File: config.mk
export PLATFORM = sky130hd
export DESIGN_NAME = div_seq_flat
export DESIGN_NICKNAME = d
export VERILOG_FILES = /design/src/rtl/div_seq_if.sv /design/src/rtl/div_seq.sv /design/src/flat_wrapper.sv
export SDC_FILE = /design/constraint.sdc
export NUM_CORES = 1
export LEC_CHECK = 0
export BUFFER_PORTS_ARGS = -buffer_cell sky130_fd_sc_hd__buf_4
export CORE_AREA = 2 2 154 193
export DETAILED_ROUTE_END_ITERATION = 7
export DIE_AREA = 0 0 156 195
export GPL_TIMING_DRIVEN = 1
export PLACE_DENSITY = 0.66
export SYNTH_ARGS = -nofsm -noshare
export SYNTH_HDL_FRONTEND = slang
export SYNTH_SLANG_ARGS = --single-unit
File: constraint.sdc
create_clock -name clk -period 2.87 [get_ports clk]
set_input_delay 0.287 -clock clk [delete_from_list [all_inputs] [get_ports clk]]
set_output_delay 0.287 -clock clk [all_outputs]
set_load 0.005 [all_outputs]
File: src/rtl/div_seq_if.sv
// div_seq_if: request, datapath and writeback signals of the divider sequencer.
// slave is the sequencer's view; master is the surrounding decode/datapath/writeback view.
interface div_seq_if #(
    parameter int XLEN = 32
);
    logic            req_valid;
    logic            req_ready;
    logic [1:0]      req_op;
    logic [4:0]      req_rd;
    logic [XLEN-1:0] req_a;
    logic [XLEN-1:0] req_b;
    logic            div_inst;
    logic [XLEN-1:0] div_a;
    logic [XLEN-1:0] div_b;
    logic            div_last;
    logic [XLEN-1:0] dp_quot;
    logic [XLEN-1:0] dp_rem;
    logic            wb_valid;
    logic            wb_ready;
    logic [4:0]      wb_rd;
    logic [XLEN-1:0] wb_data;
    logic            busy;
    logic            err;

    modport slave (
        input  req_valid, req_op, req_rd, req_a, req_b,
        input  div_last, dp_quot, dp_rem, wb_ready,
        output req_ready, div_inst, div_a, div_b, wb_valid, wb_rd, wb_data, busy, err
    );

    modport master (
        output req_valid, req_op, req_rd, req_a, req_b,
        output div_last, dp_quot, dp_rem, wb_ready,
        input  req_ready, div_inst, div_a, div_b, wb_valid, wb_rd, wb_data, busy, err
    );
endinterface

File: src/rtl/div_seq.sv
// div_seq: issue-side sequencer for the iterative integer divider.
// Takes DIV/DIVU/REM/REMU requests, launches the datapath on operand magnitudes,
// applies RISC-V sign and special-case rules and holds the result for writeback.
// Optional feature macro: DIV_ONE_BYPASS_EN (divisor of 1, or -1 for signed ops,
// is resolved locally without launching the datapath).
module div_seq #(
    parameter int TIMEOUT = 40,
    parameter int XLEN    = 32
) (
    input  logic     clk,
    input  logic     reset,
    div_seq_if.slave bus
);
    localparam logic [2:0] S_IDLE  = 3'd0;
    localparam logic [2:0] S_START = 3'd1;
    localparam logic [2:0] S_WAIT  = 3'd2;
    localparam logic [2:0] S_FIX   = 3'd3;
    localparam logic [2:0] S_DONE  = 3'd4;

    localparam int              CW   = $clog2(TIMEOUT + 1);
    localparam logic [XLEN-1:0] SMIN = {1'b1, {(XLEN-1){1'b0}}};
    localparam logic [XLEN-1:0] ONES = '1;
    localparam logic [XLEN-1:0] ONE  = XLEN'(1);

    logic [2:0]      state_q, state_d;
    logic [CW-1:0]   cnt_q, cnt_d;
    logic            is_rem_q, is_rem_d;
    logic            qneg_q, qneg_d;
    logic            rneg_q, rneg_d;
    logic [4:0]      rd_q, rd_d;
    logic [XLEN-1:0] a_mag_q, a_mag_d;
    logic [XLEN-1:0] b_mag_q, b_mag_d;
    logic [XLEN-1:0] quot_q, quot_d;
    logic [XLEN-1:0] rem_q, rem_d;
    logic [XLEN-1:0] wb_data_q, wb_data_d;
    logic            err_q, err_d;

    logic            req_signed;
    logic            bypass;
    logic            short_path;

    // Two's-complement magnitude; the most negative value maps onto itself.
    function automatic logic [XLEN-1:0] magnitude(input logic sgn, input logic [XLEN-1:0] x);
        return (sgn && x[XLEN-1]) ? -x : x;
    endfunction

    // Result for requests that never reach the datapath.
    function automatic logic [XLEN-1:0] short_result(input logic [1:0] op,
                                                      input logic [XLEN-1:0] a,
                                                      input logic [XLEN-1:0] b);
        logic sgn;
        logic is_rem;
        sgn    = ~op[0];
        is_rem = op[1];
        if (b == '0)
            return is_rem ? a : ONES;
        if (sgn && a == SMIN && b == ONES)
            return is_rem ? '0 : SMIN;
        // Divide by +1 / -1 (only reachable with the bypass enabled).
        if (is_rem)
            return '0;
        return (sgn && b == ONES) ? -a : a;
    endfunction

    // Apply sign correction to the unsigned datapath result.
    function automatic logic [XLEN-1:0] fixup(input logic is_rem, input logic qneg,
                                              input logic rneg, input logic [XLEN-1:0] q,
                                              input logic [XLEN-1:0] r);
        if (is_rem)
            return rneg ? -r : r;
        return qneg ? -q : q;
    endfunction

    // Classify the incoming request: datapath launch or local short path.
    always_comb begin
        req_signed = ~bus.req_op[0];
`ifdef DIV_ONE_BYPASS_EN
        bypass     = (bus.req_b == ONE) || (req_signed && bus.req_b == ONES);
`else
        bypass     = 1'b0;
`endif
        short_path = (bus.req_b == '0)
                   || (req_signed && bus.req_a == SMIN && bus.req_b == ONES)
                   || bypass;
    end

    // Sequencer next-state and datapath capture.
    always_comb begin
        state_d   = state_q;
        cnt_d     = cnt_q;
        is_rem_d  = is_rem_q;
        qneg_d    = qneg_q;
        rneg_d    = rneg_q;
        rd_d      = rd_q;
        a_mag_d   = a_mag_q;
        b_mag_d   = b_mag_q;
        quot_d    = quot_q;
        rem_d     = rem_q;
        wb_data_d = wb_data_q;
        err_d     = 1'b0;
        case (state_q)
            S_IDLE: begin
                if (bus.req_valid) begin
                    is_rem_d = bus.req_op[1];
                    qneg_d   = req_signed && (bus.req_a[XLEN-1] ^ bus.req_b[XLEN-1]);
                    rneg_d   = req_signed && bus.req_a[XLEN-1];
                    rd_d     = bus.req_rd;
                    a_mag_d  = magnitude(req_signed, bus.req_a);
                    b_mag_d  = magnitude(req_signed, bus.req_b);
                    if (short_path) begin
                        wb_data_d = short_result(bus.req_op, bus.req_a, bus.req_b);
                        state_d   = S_DONE;
                    end else begin
                        state_d = S_START;
                    end
                end
            end
            S_START: begin
                cnt_d   = '0;
                state_d = S_WAIT;
            end
            S_WAIT: begin
                if (bus.div_last) begin
                    quot_d  = bus.dp_quot;
                    rem_d   = bus.dp_rem;
                    state_d = S_FIX;
                end else if (cnt_q == CW'(TIMEOUT - 1)) begin
                    wb_data_d = '0;
                    err_d     = 1'b1;
                    state_d   = S_DONE;
                end else begin
                    cnt_d = cnt_q + CW'(1);
                end
            end
            S_FIX: begin
                wb_data_d = fixup(is_rem_q, qneg_q, rneg_q, quot_q, rem_q);
                state_d   = S_DONE;
            end
            S_DONE: begin
                if (bus.wb_ready)
                    state_d = S_IDLE;
            end
            default: state_d = S_IDLE;
        endcase
    end

    // State registers; reset clears everything so all outputs start at zero.
    always_ff @(posedge clk) begin
        if (reset) begin
            state_q   <= S_IDLE;
            cnt_q     <= '0;
            is_rem_q  <= 1'b0;
            qneg_q    <= 1'b0;
            rneg_q    <= 1'b0;
            rd_q      <= '0;
            a_mag_q   <= '0;
            b_mag_q   <= '0;
            quot_q    <= '0;
            rem_q     <= '0;
            wb_data_q <= '0;
            err_q     <= 1'b0;
        end else begin
            state_q   <= state_d;
            cnt_q     <= cnt_d;
            is_rem_q  <= is_rem_d;
            qneg_q    <= qneg_d;
            rneg_q    <= rneg_d;
            rd_q      <= rd_d;
            a_mag_q   <= a_mag_d;
            b_mag_q   <= b_mag_d;
            quot_q    <= quot_d;
            rem_q     <= rem_d;
            wb_data_q <= wb_data_d;
            err_q     <= err_d;
        end
    end

    assign bus.req_ready = (state_q == S_IDLE);
    assign bus.div_inst  = (state_q == S_START);
    assign bus.div_a     = a_mag_q;
    assign bus.div_b     = b_mag_q;
    assign bus.wb_valid  = (state_q == S_DONE);
    assign bus.wb_rd     = rd_q;
    assign bus.wb_data   = wb_data_q;
    assign bus.busy      = (state_q != S_IDLE);
    assign bus.err       = err_q;
endmodule

File: src/flat_wrapper.sv
// flat-port wrapper written by rule: the top's interface ports become plain ports
module div_seq_flat 
#(
    parameter int TIMEOUT = 40,
    parameter int XLEN    = 32
)
  (clk, reset, bus_req_valid, bus_req_op, bus_req_rd, bus_req_a, bus_req_b, bus_div_last, bus_dp_quot, bus_dp_rem, bus_wb_ready, bus_req_ready, bus_div_inst, bus_div_a, bus_div_b, bus_wb_valid, bus_wb_rd, bus_wb_data, bus_busy, bus_err);
  div_seq_if #(.XLEN(XLEN)) bus_i ();
  input  logic clk;
  input  logic reset;
  input wire logic [$bits(bus_i.req_valid)-1:0] bus_req_valid;
  input wire logic [$bits(bus_i.req_op)-1:0] bus_req_op;
  input wire logic [$bits(bus_i.req_rd)-1:0] bus_req_rd;
  input wire logic [$bits(bus_i.req_a)-1:0] bus_req_a;
  input wire logic [$bits(bus_i.req_b)-1:0] bus_req_b;
  input wire logic [$bits(bus_i.div_last)-1:0] bus_div_last;
  input wire logic [$bits(bus_i.dp_quot)-1:0] bus_dp_quot;
  input wire logic [$bits(bus_i.dp_rem)-1:0] bus_dp_rem;
  input wire logic [$bits(bus_i.wb_ready)-1:0] bus_wb_ready;
  output wire logic [$bits(bus_i.req_ready)-1:0] bus_req_ready;
  output wire logic [$bits(bus_i.div_inst)-1:0] bus_div_inst;
  output wire logic [$bits(bus_i.div_a)-1:0] bus_div_a;
  output wire logic [$bits(bus_i.div_b)-1:0] bus_div_b;
  output wire logic [$bits(bus_i.wb_valid)-1:0] bus_wb_valid;
  output wire logic [$bits(bus_i.wb_rd)-1:0] bus_wb_rd;
  output wire logic [$bits(bus_i.wb_data)-1:0] bus_wb_data;
  output wire logic [$bits(bus_i.busy)-1:0] bus_busy;
  output wire logic [$bits(bus_i.err)-1:0] bus_err;
  assign bus_i.req_valid = bus_req_valid;
  assign bus_i.req_op = bus_req_op;
  assign bus_i.req_rd = bus_req_rd;
  assign bus_i.req_a = bus_req_a;
  assign bus_i.req_b = bus_req_b;
  assign bus_i.div_last = bus_div_last;
  assign bus_i.dp_quot = bus_dp_quot;
  assign bus_i.dp_rem = bus_dp_rem;
  assign bus_i.wb_ready = bus_wb_ready;
  assign bus_req_ready = bus_i.req_ready;
  assign bus_div_inst = bus_i.div_inst;
  assign bus_div_a = bus_i.div_a;
  assign bus_div_b = bus_i.div_b;
  assign bus_wb_valid = bus_i.wb_valid;
  assign bus_wb_rd = bus_i.wb_rd;
  assign bus_wb_data = bus_i.wb_data;
  assign bus_busy = bus_i.busy;
  assign bus_err = bus_i.err;
  div_seq #(.TIMEOUT(TIMEOUT), .XLEN(XLEN)) u_core (.clk(clk), .reset(reset), .bus(bus_i));
endmodule
# Yosys cells after proc, flatten, opt, wreduce, memory -nomap -nowiden
# Cells that the tools add are included.
dict set report totals {
  reg_bits 178
  inputBits 140
}
dict set report classes {
  n_addsub 5
  eq_ne 14
  mux 47
  n_reduce_logical 18
  n_bitwise 3
}
# operator n
set op_table {}
lappend op_table {{32-bit 2-to-1 mux} 19}
lappend op_table {{32-bit negator} 4}
lappend op_table {{32-bit case mux with 3 select lines} 1}
lappend op_table {{32-bit equality test, second input constant} 2}
lappend op_table {{32-bit logical NOT} 1}
lappend op_table {{1-bit 2-to-1 mux} 18}
lappend op_table {{3-bit 2-to-1 mux} 5}
lappend op_table {{3-bit case mux with 5 select lines} 1}
lappend op_table {{6-bit 2-to-1 mux} 2}
lappend op_table {{6-bit case mux with 2 select lines} 1}
lappend op_table {{2-bit != test, second input constant} 4}
lappend op_table {{6-bit by 1-bit adder with 6-bit output, second input constant} 1}
lappend op_table {{3-bit by 2-bit equality test with 1-bit output, second input constant} 2}
lappend op_table {{6-bit equality test, second input constant} 1}
lappend op_table {{1-bit logical AND} 6}
lappend op_table {{3-bit AND reduction} 2}
lappend op_table {{3-bit nonzero test} 2}
lappend op_table {{5-bit AND reduction} 1}
lappend op_table {{2-bit by 1-bit != test with 1-bit output, second input constant} 2}
lappend op_table {{2-bit AND reduction} 2}
lappend op_table {{3-bit by 1-bit equality test with 1-bit output, second input constant} 1}
lappend op_table {{3-bit equality test, second input constant} 1}
lappend op_table {{3-bit logical NOT} 1}
lappend op_table {{3-bit by 2-bit != test with 1-bit output, second input constant} 1}
lappend op_table {{other kinds (5)} 6}

# Logic depth before layout (Yosys ltp)
# Gate-level depths: netlist of run 1.
dict set report logic_depth {
  depth_word 22
  mapped_depth 11
  depth_no_buf 9
}

# Least setup slack after synthesis of run 1
# No wires, ideal clock.
dict set report synth_timing {
  kind {input port to flip-flop}
  start {input port bus_req_a[22]}
  end {register u_core.wb_data_q[29] (netlist: u_core.bus.wb_data[29])}
  setup_time_ps 134
  path_stages 10
  slack_ps 326
  t_required_ps 2736
  arrival_ps 2410
  cell_sequence {buf_2 -> or4_1 -> nor4bb_1 -> and4_1 -> a211oi_1 -> or2_1 -> buf_2 -> a31oi_4 -> buf_6 -> a41oi_1}
}
dict set report synth_between {
  elab_chain_len 13
  word_cells_on_any_way 21
  classes_between {add/sub (1); eq/ne (2); mux (14); reduce/logical (4)}
}
# element line
set synth_lines {}
lappend synth_lines {{start, declared} flat_wrapper.sv:14} ;# input wire logic [$bits(bus_i.req_a)-1:0] bus_req_a;
lappend synth_lines {{branches (longest 13 deep; another with 32-bit negator)} --}
lappend synth_lines {{end signal, assigned} div_seq.sv:173} ;# wb_data_q <= wb_data_d;
lappend synth_lines {{end, declared} div_seq.sv:35} ;# logic [XLEN-1:0] wb_data_q, wb_data_d;
# Parallel ways; which one is timed is not known. The select of a mux whose other input is x is not followed.
# A chain may end at the register's enable or synchronous reset.

# Final worst setup path of run 1
dict set report layout_timing {
  start {register u_core.rem_q[17]}
  end {register u_core.wb_data_q[21] (netlist: u_core.bus.wb_data[21])}
}
dict set report layout_between {
  elab_chain_len 5
}
# element line
set layout_lines {}
lappend layout_lines {{start, declared} div_seq.sv:34} ;# logic [XLEN-1:0] rem_q, rem_d;
lappend layout_lines {{start signal, assigned} div_seq.sv:172} ;# rem_q <= rem_d;
lappend layout_lines {{32-bit negator} div_seq.sv:70} ;# return rneg ? -r : r;
lappend layout_lines {{32-bit 2-to-1 mux} div_seq.sv:70}
lappend layout_lines {{32-bit 2-to-1 mux} div_seq.sv:69} ;# if (is_rem)
lappend layout_lines {{32-bit 2-to-1 mux} div_seq.sv:71} ;# return qneg ? -q : q;
lappend layout_lines {{32-bit case mux with 3 select lines} div_seq.sv:101} ;# case (state_q)
# No other way between the ends. The select of a mux whose other input is x is not followed.

==> results of run 1 <==
==> power by group through the flow <==
stage | Sequential (uW) | Clock (uW) | Combinational [uW]
after floorplan | 2910 | 0 | 948
after global placement | 2950 | 0 | 1780
after detailed placement | 2950 | 0 | 1800
after CTS | 2900 | 2350 | 1810
after global routing | 2930 | 2440 | 1990
final | 2900 | 2320 | 1810
==> cells in the mapped netlist (7+ instances only) <==
library cell	number	area share
nand2_1	209	0.080
dfxtp_1	178	0.36
nor2_1	137	0.052
a21oi_1	110	0.056
clkbuf_1	74	0.028
o21ai_0	61	0.031
a211oi_1	59	0.045
xor2_1	56	0.050
xnor2_1	53	0.047
nor3_1	27	0.014
or3_1	27	0.017
a311oi_1	26	0.023
nor4_1	20	0.013
o31ai_1	20	0.015
o41ai_1	18	0.016
nand2b_1	16	0.010
inv_1	15	0.0057
nand3_1	15	0.0076
nand4_1	15	0.0095
or4_1	13	0.0099
and3_1	11	0.0070
o211ai_1	9	0.0068
buf_2	7	0.0036
o22ai_1	7	0.0044
or2_2	7	0.0044
==> path summary, 6_finish.rpt <==
path                                               to  cells past startpoint
hold / removal              u_core.bus.err$_SDFF_PP0_                      2
hold reg to reg      u_core.bus.wb_rd[0]$_SDFFE_PP0P_                      2
setup reg to reg  u_core.bus.wb_data[21]$_SDFFE_PP0P_                      7
setup / recovery  u_core.bus.wb_data[21]$_SDFFE_PP0P_                      7
==> metrics by stage <==
stage / instances / hold slack, ns / total power [uW] / setup WS (ns)
global route: 1877 / 0.0498 / 7360 / 0.0143
global placement: 1845 / 0.443 / 4730 / 0.0543
detailed placement: 1845 / 0.454 / 4760 / 0.0663
finish: 1877 / 0.0388 / 7030 / 0.101
CTS: 1877 / 0.0309 / 7060 / 0.101
floorplan: 1280 / 0.364 / 3850 / 0.326
==> cell type report <==
type,instances,area share
clock buffers,19,0.0345
clock inverters,13,0.00985
inverters,15,0.00439
multi-input cells,997,0.458
flip-flops and latches,178,0.278
well taps,355,0.0346
repair buffers,300,0.180
==> cell families (layout without fill, tap and decap cells) <==
logic type	Yosys count	count (layout)	share of synthesized area
adder cells (fa/ha/maj)	6	6	0.00761
flip-flops	178	178	0.361
XOR/XNOR	109	109	0.0968
AO/OA/AOI/OAI	352	352	0.236
multiplexers	6	6	0.00621
AND/OR/NAND/NOR	524	524	0.247
buffers and inverters	105	347	0.0444
==> routing by layer <==
layer / vias up / global-route usage
met5: - / 0
met4: 0 / 0.0968
met3: 63 / 0.0426
met2: 400 / 0.395
met1: 4750 / 0.279
li1: 5053 / -
==> state kept, by name, summed over array words and instances, names as in the netlist <==
name,count
u_core.qneg_q,1
u_core.bus.div_b,32
u_core.cnt_q,6
u_core.bus.div_a,32
u_core.state_q,3
u_core.rem_q,32
u_core.is_rem_q,1
u_core.bus.wb_rd,5
u_core.quot_q,32
u_core.rneg_q,1
u_core.bus.err,1
u_core.bus.wb_data,32
==> layout by cell type, fill, tap and decap left out, types with 3 or more instances in the layout <==
cell / synthesis / final
o41ai_1: 18 / 18
and3_1: 11 / 10
o22ai_1: 7 / 7
nand3_1: 15 / 15
xor2_1: 56 / 56
nand4_1: 15 / 15
nor2_1: 137 / 136
o31ai_1: 20 / 20
a211oi_1: 59 / 59
a22oi_1: 6 / 6
clkbuf_16: 0 / 17
dfxtp_1: 178 / 178
nand2_1: 209 / 209
inv_6: 0 / 3
mux2i_1: 5 / 5
nand2b_1: 16 / 16
a21oi_1: 110 / 110
nor3b_1: 6 / 6
xnor2_1: 53 / 53
clkinvlp_4: 0 / 3
a31oi_1: 4 / 4
o221a_2: 3 / 3
a311oi_1: 26 / 26
or2_2: 7 / 7
o21ai_0: 61 / 61
buf_4: 3 / 295
or4_1: 13 / 13
nor3_1: 27 / 27
buf_12: 0 / 5
o21a_1: 3 / 3
nor4_1: 20 / 19
nor2b_1: 6 / 6
ha_1: 6 / 6
inv_1: 15 / 15
o211ai_1: 9 / 9
clkinv_4: 0 / 3
or3_1: 27 / 27
==> results.py, run 1 <==
metrics = {
    "grt": {
        "overflow": 0,
        "global_route.usage.total": 0.229,
        "first_global_vias": 9622,
        "grt_pass1_wl_um": 54100,
        "grt_max_degree": 132,
        "antenna_found_initial": 0,
    },
    "routing": {
        "firstDrtPassIters": 5,
        "drt-total-wl_um": 35800,
        "drtIter0Drc": 887,
        "vias": 10300,
        "viasPerCell": 5.47,
        "drtAntennaViolNets": 0,
        "wl_met1_um": 14600,
        "drc_errors": 0,
        "route.top_layer_used": "met4",
        "detailroute.wirelength.met3_um": 2390,
        "met2_length_um": 17600,
        "post_drt_wl_per_cell_um": 19.1,
    },
    "layout": {
        "area_taken_by_flip_flops_and_latches_sq_um": 3560,
        "layout-area-overhead-vs-synth_pct": 30.0,
        "post_route_cells_drive_above_1_share": 0.235,
        "finish.net_count": 1655,
        "antennaDiodeCount": 0,
        "nFillCells": 2821,
        "layout.core_utilization": 0.452,
        "stdcell_area_sq_um": 12800,
        "area_of_the_multi_input_gates_sq_um": 5880,
    },
    "critical_path": {
        "endpoint_kind": "register",
        "timing.critical_path.cells": "or4_1, or2_2, o41ai_1, xor2_1, o22ai_1, a211oi_1, nor3_1",
        "critPathMaxStageDelay_ns": 0.56,
        "critical-path-top-delay-family": "simple AND/OR/NAND/NOR gates",
        "cp_num_buf_inv": 0,
        "slowest_stage": "or4_1",
        "top_fanout_value_on_the_critical_path": 8,
        "regToRegSetupSlack_ns": 0.10,
        "path_class": "reg2reg",
        "worstReg2RegStart": "u_core.rem_q[17]$_SDFFE_PP0P_",
        "critical_path_required_ns": 3.19,
        "crit_path_start_kind": "register",
        "cp.arrival_ns": 3.09,
        "worstSetupStartpoint": "u_core.rem_q[17]$_SDFFE_PP0P_",
    },
    "worst_hold_path": {
        "holdCritPathClass": "in2reg",
        "hold_path_startpoint": "bus_div_last",
    },
    "power": {
        "net-switching-power_uw": 2270,
        "pwr_density_cell_nw_per_um2": 548,
        "switching_share": 0.323,
        "leakagePower_uw": 0.00498,
        "power.share.combinational": 0.257,
        "cell_internal_pwr_uw": 4760,
        "power.sequential.fraction": 0.412,
        "ir_worst_vdd_mv": 0.309,
        "share_clk_of_total_power": 0.330,
    },
    "clock_network": {
        "clock_latency_of_the_later_clocked_register_in_the_worst_skew_pair_ns": 0.45,
        "clock_h_tree_levels": 4,
        "post_cts.repair.setup_buffers": 0,
        "clockRootBuffer": "clkbuf_16",
        "tritoncts_num_sinks": 178,
        "cts_max_path_buffers": 2,
        "clk_pin_slew_ns": 0.07,
        "cts_tree": "yes",
        "postCtsResizedCells": 0,
        "numCtsBuffers": 17,
        "postCtsHoldBufs": 0,
    },
    "placement": {
        "gpl.final_weighted_congestion": 0.936,
        "port_buffers": 245,
        "detailedPlacementHpwl_um": 28100,
        "place_area_sq_um": 12200,
    },
    "logic_synthesis": {
        "synth_area_per_cell_sq_um": 7.71,
        "synth-warning-count": 0,
        "mappedNetlistNets": 1426,
        "number_of_enable_flip_flop_cells_after_synthesis": 0,
        "synth-seq-area-share": 0.361,
        "post_synth_num_cell_types": 70,
        "instance_count_of_the_mapped_netlist": 1280,
        "syn-cell-area_sq_um": 9870,
        "yosys_register_bits": 178,
        "synth_flop_cell": "dfxtp_1",
        "async_flop_share": 0,
    },
    "run_status": {
        "result_of_the_run": "finished clean",
    },
    "timing": {
        "post-route-period-util": 0.965,
        "max_slew_margin": 0.327,
        "maxClockFrequency_ghz": 0.361,
        "max_slew.worst_pin.slew_ns": 1.01,
        "final.setup.tns_ns": 0,
        "number_of_hold_slack_violations_in_the_final_timing_report": 0,
        "finalMaxSlewViolations": 0,
        "clock-skew-final_ns": 0.0108,
        "setup_viol": 0,
        "period_needed_ns": 2.77,
        "rsz0062_at_grt": "no",
    },
    "floorplan": {
        "rows": 69,
        "initial_core_util": 0.347,
        "ios": 246,
        "floorplan.die.width_um": 156,
        "die-area_sq_um": 30400,
        "die_h_um": 195,
        "core-area_sq_um": 28400,
    },
    "job": {
        "max_cap_violations": 0,
    },
}
No activity file was read; power rests on OpenSTA's default activity.
==> inputs of run 2 (changes only) <==
- CTS_CLUSTER_SIZE: default -> 14
- RECOVER_POWER: default -> 100
==> run 2 against run 1 <==
Core utilization is 0.54 points lower. Final cell count stayed put. Critical path depth stayed put. Fmax is 0.79% higher. First-iteration DRC count is 9.8% lower. Worst hold slack better by 0.0039 ns. Total power is 1.0% lower. Die area stayed put. Critical endpoint unchanged. Largest power group unchanged.
==> results.py, run 2 (same netlist as run 1, synthesis figures left out) <==
metrics = {
    "routing": {
        "post_drt_wl_per_cell_um": 19.1,
        "drt-total-wl_um": 35800,
        "firstDrtPassIters": 5,
        "drc_errors": 0,
        "wl_met1_um": 14800,
        "route.top_layer_used": "met4",
        "met2_length_um": 17300,
        "drtIter0Drc": 800,
        "vias": 10300,
        "detailroute.wirelength.met3_um": 2230,
        "drtAntennaViolNets": 0,
        "viasPerCell": 5.48,
    },
    "critical_path": {
        "critical-path-top-delay-family": "simple AND/OR/NAND/NOR gates",
        "worst-r2r-cell-count": 7,
        "endpoint_kind": "register",
        "critPathMaxStageDelay_ns": 0.56,
        "cp_num_buf_inv": 0,
        "regToRegSetupSlack_ns": 0.12,
        "timing.critical_path.cells": "or4_1, or2_2, o41ai_1, xor2_1, o22ai_1, a211oi_1, nor3_1",
        "crit_path_start_kind": "register",
        "path_depth": 7,
        "cp.arrival_ns": 3.06,
        "critical_path_required_ns": 3.19,
        "path_class": "reg2reg",
        "top_fanout_value_on_the_critical_path": 8,
        "slowest_stage": "or4_1",
    },
    "grt": {
        "grt_pass1_wl_um": 54100,
        "overflow": 0,
        "grt_max_degree": 132,
        "global_route.usage.total": 0.229,
        "antenna_found_initial": 0,
        "first_global_vias": 9622,
    },
    "timing": {
        "post-route-period-util": 0.957,
        "clock-skew-final_ns": 0.0109,
        "maxClockFrequency_ghz": 0.364,
        "setup_viol": 0,
        "period_needed_ns": 2.75,
        "max_slew_margin": 0.182,
        "rsz0062_at_grt": "no",
        "final.setup.tns_ns": 0,
        "number_of_hold_slack_violations_in_the_final_timing_report": 0,
        "finalMaxSlewViolations": 0,
        "max_slew.worst_pin.slew_ns": 1.23,
    },
    "floorplan": {
        "die_h_um": 195,
        "floorplan.die.width_um": 156,
        "die-area_sq_um": 30400,
        "rows": 69,
        "core-area_sq_um": 28400,
        "ios": 246,
        "initial_core_util": 0.347,
    },
    "layout": {
        "post_route_cells_drive_above_1_share": 0.214,
        "nFillCells": 2857,
        "layout-area-overhead-vs-synth_pct": 28.4,
        "finish.net_count": 1655,
        "area_of_the_multi_input_gates_sq_um": 5860,
        "antennaDiodeCount": 0,
        "leading_cell_types_in_the_layout_fill_and_taps_excluded": "nand2_1 (209), buf_4 (186), dfxtp_1 (178), nor2_1 (136), a21oi_1 (110)",
        "area_taken_by_flip_flops_and_latches_sq_um": 3560,
        "final_common_cell": "nand2_1",
    },
    "clock_network": {
        "clockRootBuffer": "clkbuf_16",
        "clk_pin_slew_ns": 0.07,
        "tritoncts_num_sinks": 178,
        "clock_latency_of_the_later_clocked_register_in_the_worst_skew_pair_ns": 0.45,
        "postCtsHoldBufs": 0,
        "cts_max_path_buffers": 2,
        "cts_tree": "yes",
        "numCtsBuffers": 17,
        "clock_h_tree_levels": 4,
    },
    "run_status": {
        "result_of_the_run": "finished clean",
    },
    "power": {
        "pwr_density_cell_nw_per_um2": 549,
        "ir_worst_vdd_mv": 0.310,
        "post-layout-total-power_uw": 6960,
        "leakagePower_uw": 0.00481,
    },
    "placement": {
        "port_buffers": 245,
        "gpl.final_weighted_congestion": 0.936,
        "detailedPlacementHpwl_um": 28100,
    },
    "job": {
        "max_cap_violations": 0,
    },
    "worst_hold_path": {
        "whs_path_depth": 2,
        "holdCritPathClass": "in2reg",
    },
}
-- run 2: changes by cell type in the layout (fill, tap and decap cells not counted), sizes merged --
cell    before  now
buf        300  190
clkbuf      19  129
-- run 2: power by group --
| group | switching, uW | total (uW) | internal (uW) |
|---|---|---|---|
| sequential | 189 | 2900 | 2710 |
| clock | 1090 | 2320 | 1230 |
| combinational | 987 | 1740 | 755 |
-- run 2: area by class of cell --
class | instances | area share
Inverter | 15 | 0.00444
Timing Repair Buffer | 300 | 0.172
Sequential cell | 178 | 0.281
Multi-Input combinational cell | 997 | 0.462
Tap cell | 355 | 0.0351
Clock inverter | 13 | 0.00997
Clock buffer | 19 | 0.0350
-- run 2: final timing paths --
kind,start,endpoint
worst min-delay path,bus_div_last,u_core.bus.err$_SDFF_PP0_
worst max-delay path,u_core.rem_q[17]$_SDFFE_PP0P_,u_core.bus.wb_data[21]$_SDFFE_PP0P_
worst min register to register,u_core.bus.wb_rd[0]$_SDFFE_PP0P_,u_core.bus.wb_rd[0]$_SDFFE_PP0P_
worst max register to register,u_core.rem_q[17]$_SDFFE_PP0P_,u_core.bus.wb_data[21]$_SDFFE_PP0P_
-- run 2: repair_timing --
action                                 4_1_cts  5_1_grt
endpoints found under the hold margin        0        0
setup endpoints to repair                    0        2
setup buffers                                0        0
resized for setup                            0        1
-- run 2: layer usage --
layer,vias to the layer above,global-route usage
met2,373,0.395
li1,5064,-
met4,0,0.0968
met3,76,0.0426
met5,-,0
met1,4781,0.279
-- run 2: per-stage QoR --
| step | instance area [sq um] | util | worst slack (ns) | hold slack, ns | std cells |
|---|---|---|---|---|---|
| 3_3_place_gp | 12200 | 0.431 | 0.0543 | 0.443 | 1845 |
| 3_5_place_dp | 12200 | 0.431 | 0.0663 | 0.454 | 1845 |
| 6_report | 12700 | 0.446 | 0.123 | 0.0427 | 1877 |
| 5_1_grt | 12700 | 0.446 | 0.0140 | 0.0498 | 1877 |
| 2_1_floorplan | 9870 | - | 0.326 | 0.364 | 1280 |
| 4_1_cts | 12800 | 0.451 | 0.101 | 0.0309 | 1877 |
==> inputs of run 3 (changes only) <==
- ABC_CLOCK_PERIOD_IN_PS: default -> 3400
- SLEW_MARGIN: default -> 25
- clock period: 2.87 -> 3.4 ns (I/O delays scaled with it)
==> run 3 against run 2 <==
Register-to-register slack gained 0.22 ns. Largest cell class unchanged. Combinational power shrank 17%. Core utilization shrank 0.76 points. Clock-buffer cell count grew 1.
==> results.py, run 3 (same netlist as run 1, synthesis figures left out) <==
metrics = {
    "floorplan": {
        "ios": 246,
        "die_h_um": 195,
        "rows": 69,
        "die-area_sq_um": 30400,
        "core-area_sq_um": 28400,
        "floorplan.die.width_um": 156,
        "initial_core_util": 0.347,
    },
    "clock_network": {
        "cts_tree": "yes",
        "postCtsHoldBufs": 0,
        "clk_pin_slew_ns": 0.08,
        "clockRootBuffer": "clkbuf_16",
        "clock_h_tree_levels": 4,
        "clock_latency_of_the_later_clocked_register_in_the_worst_skew_pair_ns": 0.45,
        "numCtsBuffers": 17,
        "cts_max_path_buffers": 2,
        "tritoncts_num_sinks": 178,
        "postCtsResizedCells": 0,
        "post_cts.repair.setup_buffers": 0,
    },
    "placement": {
        "detailedPlacementHpwl_um": 27800,
        "port_buffers": 245,
        "gpl.final_weighted_congestion": 0.933,
    },
    "power": {
        "power.share.combinational": 0.243,
        "net-switching-power_uw": 1900,
        "leakagePower_uw": 0.00467,
        "cell_internal_pwr_uw": 4050,
        "pwr_density_cell_nw_per_um2": 478,
        "switching_share": 0.319,
        "share_clk_of_total_power": 0.347,
        "power.sequential.fraction": 0.410,
        "ir_worst_vdd_mv": 0.281,
    },
    "timing": {
        "final.setup.tns_ns": 0,
        "post-route-period-util": 0.922,
        "max_slew_margin": 0.0985,
        "finalMaxSlewViolations": 0,
        "setup_viol": 0,
        "clock-skew-final_ns": 0.0111,
        "max_slew.worst_pin.slew_ns": 1.35,
        "period_needed_ns": 3.13,
        "maxClockFrequency_ghz": 0.319,
        "rsz0062_at_grt": "no",
        "number_of_hold_slack_violations_in_the_final_timing_report": 0,
    },
    "critical_path": {
        "worstReg2RegStart": "u_core.state_q[0]$_SDFFE_PP0P_",
        "crit_path_start_kind": "input pin",
        "endpoint_kind": "register",
        "cp.arrival_ns": 3.39,
        "worstSetupStartpoint": "bus_req_a[24]",
        "slowest_stage": "a31oi_1",
        "worst-r2r-cell-count": 7,
        "critical_path_required_ns": 3.66,
        "critPathMaxStageDelay_ns": 0.93,
        "path_class": "in2reg",
        "top_fanout_value_on_the_critical_path": 12,
        "timing.critical_path.cells": "clkbuf_1, or4_1, nor4bb_1, and4_1, a211oi_1, or2_0, a31oi_1, a41oi_1",
    },
    "routing": {
        "viasPerCell": 5.44,
        "drtIter0Drc": 614,
        "vias": 10100,
        "drt-total-wl_um": 35600,
        "post_drt_wl_per_cell_um": 19.2,
        "drc_errors": 0,
        "firstDrtPassIters": 6,
        "drtAntennaViolNets": 0,
    },
    "grt": {
        "first_global_vias": 9390,
        "overflow": 0,
        "grt_max_degree": 132,
        "global_route.usage.total": 0.230,
        "grt_pass1_wl_um": 53900,
        "antenna_found_initial": 0,
    },
    "layout": {
        "post_route_cells_drive_above_1_share": 0.195,
        "antennaDiodeCount": 0,
        "leading_cell_types_in_the_layout_fill_and_taps_excluded": "nand2_1 (209), dfxtp_1 (178), buf_4 (159), nor2_1 (136), a21oi_1 (110)",
        "layout.core_utilization": 0.438,
        "final_common_cell": "nand2_1",
        "layout-area-overhead-vs-synth_pct": 26.2,
        "finish.net_count": 1627,
        "nFillCells": 2979,
    },
    "worst_hold_path": {
        "hold_path_startpoint": "bus_div_last",
        "holdCritPathClass": "in2reg",
        "whs_path_depth": 2,
    },
    "run_status": {
        "result_of_the_run": "finished clean",
    },
    "job": {
        "max_cap_violations": 0,
    },
}
[run 3: path summary, 6_finish.rpt]
kind | endpoint | slack, ns
worst max register to register | u_core.bus.wb_data[29]$_SDFFE_PP0P_ | 0.34
worst min register to register | u_core.bus.wb_rd[4]$_SDFFE_PP0P_ | 0.46
worst min-delay path | u_core.bus.err$_SDFF_PP0_ | 0.10
worst max-delay path | u_core.bus.wb_data[29]$_SDFFE_PP0P_ | 0.27
[run 3: area by class of cell]
type / instances / area [sq um] / share of cell area
clock buffer: 20 / 467 / 0.0375
multi-input combinational: 997 / 5850 / 0.469
tap: 355 / 444 / 0.0357
inverter: 15 / 56.3 / 0.00452
sequential: 178 / 3560 / 0.286
clock inverter: 12 / 144 / 0.0116
timing repair buffer: 272 / 1930 / 0.155
[run 3: power groups by stage]
stage	logic (uW)	registers, uW	clock network [uW]
finish	1440	2440	2070
global route	1600	2460	2190
CTS	1510	2440	2100
detailed placement	1500	2490	0
global placement	1480	2490	0
floorplan	800	2450	0
[run 3: worst max-delay path, delay by kind of cell]
kind	cells	cell delay, ns
buf+inv	1	0.16
compound gates	3	1.30
simple gates	4	1.59
[run 3: layer usage]
layer  GRT usage  wire length, um  up-vias
met5           0                0        -
met4       0.105             1520        0
met3      0.0522             2250       72
met2       0.384            17100      333
met1       0.280            14700     4640
li1            -                -     5009
[run 3: stage by stage]
step	power, uW	hold WS (ns)	setup slack, ns	cell area [sq um]	std cells
4_1_cts	6050	0.0873	0.644	12600	1849
2_1_floorplan	3250	0.417	0.803	9870	1280
3_5_place_dp	3990	0.449	0.389	12000	1817
6_report	5950	0.101	0.267	12500	1849
5_1_grt	6250	0.0872	0.157	12500	1849
3_3_place_gp	3970	0.444	0.349	12000	1817
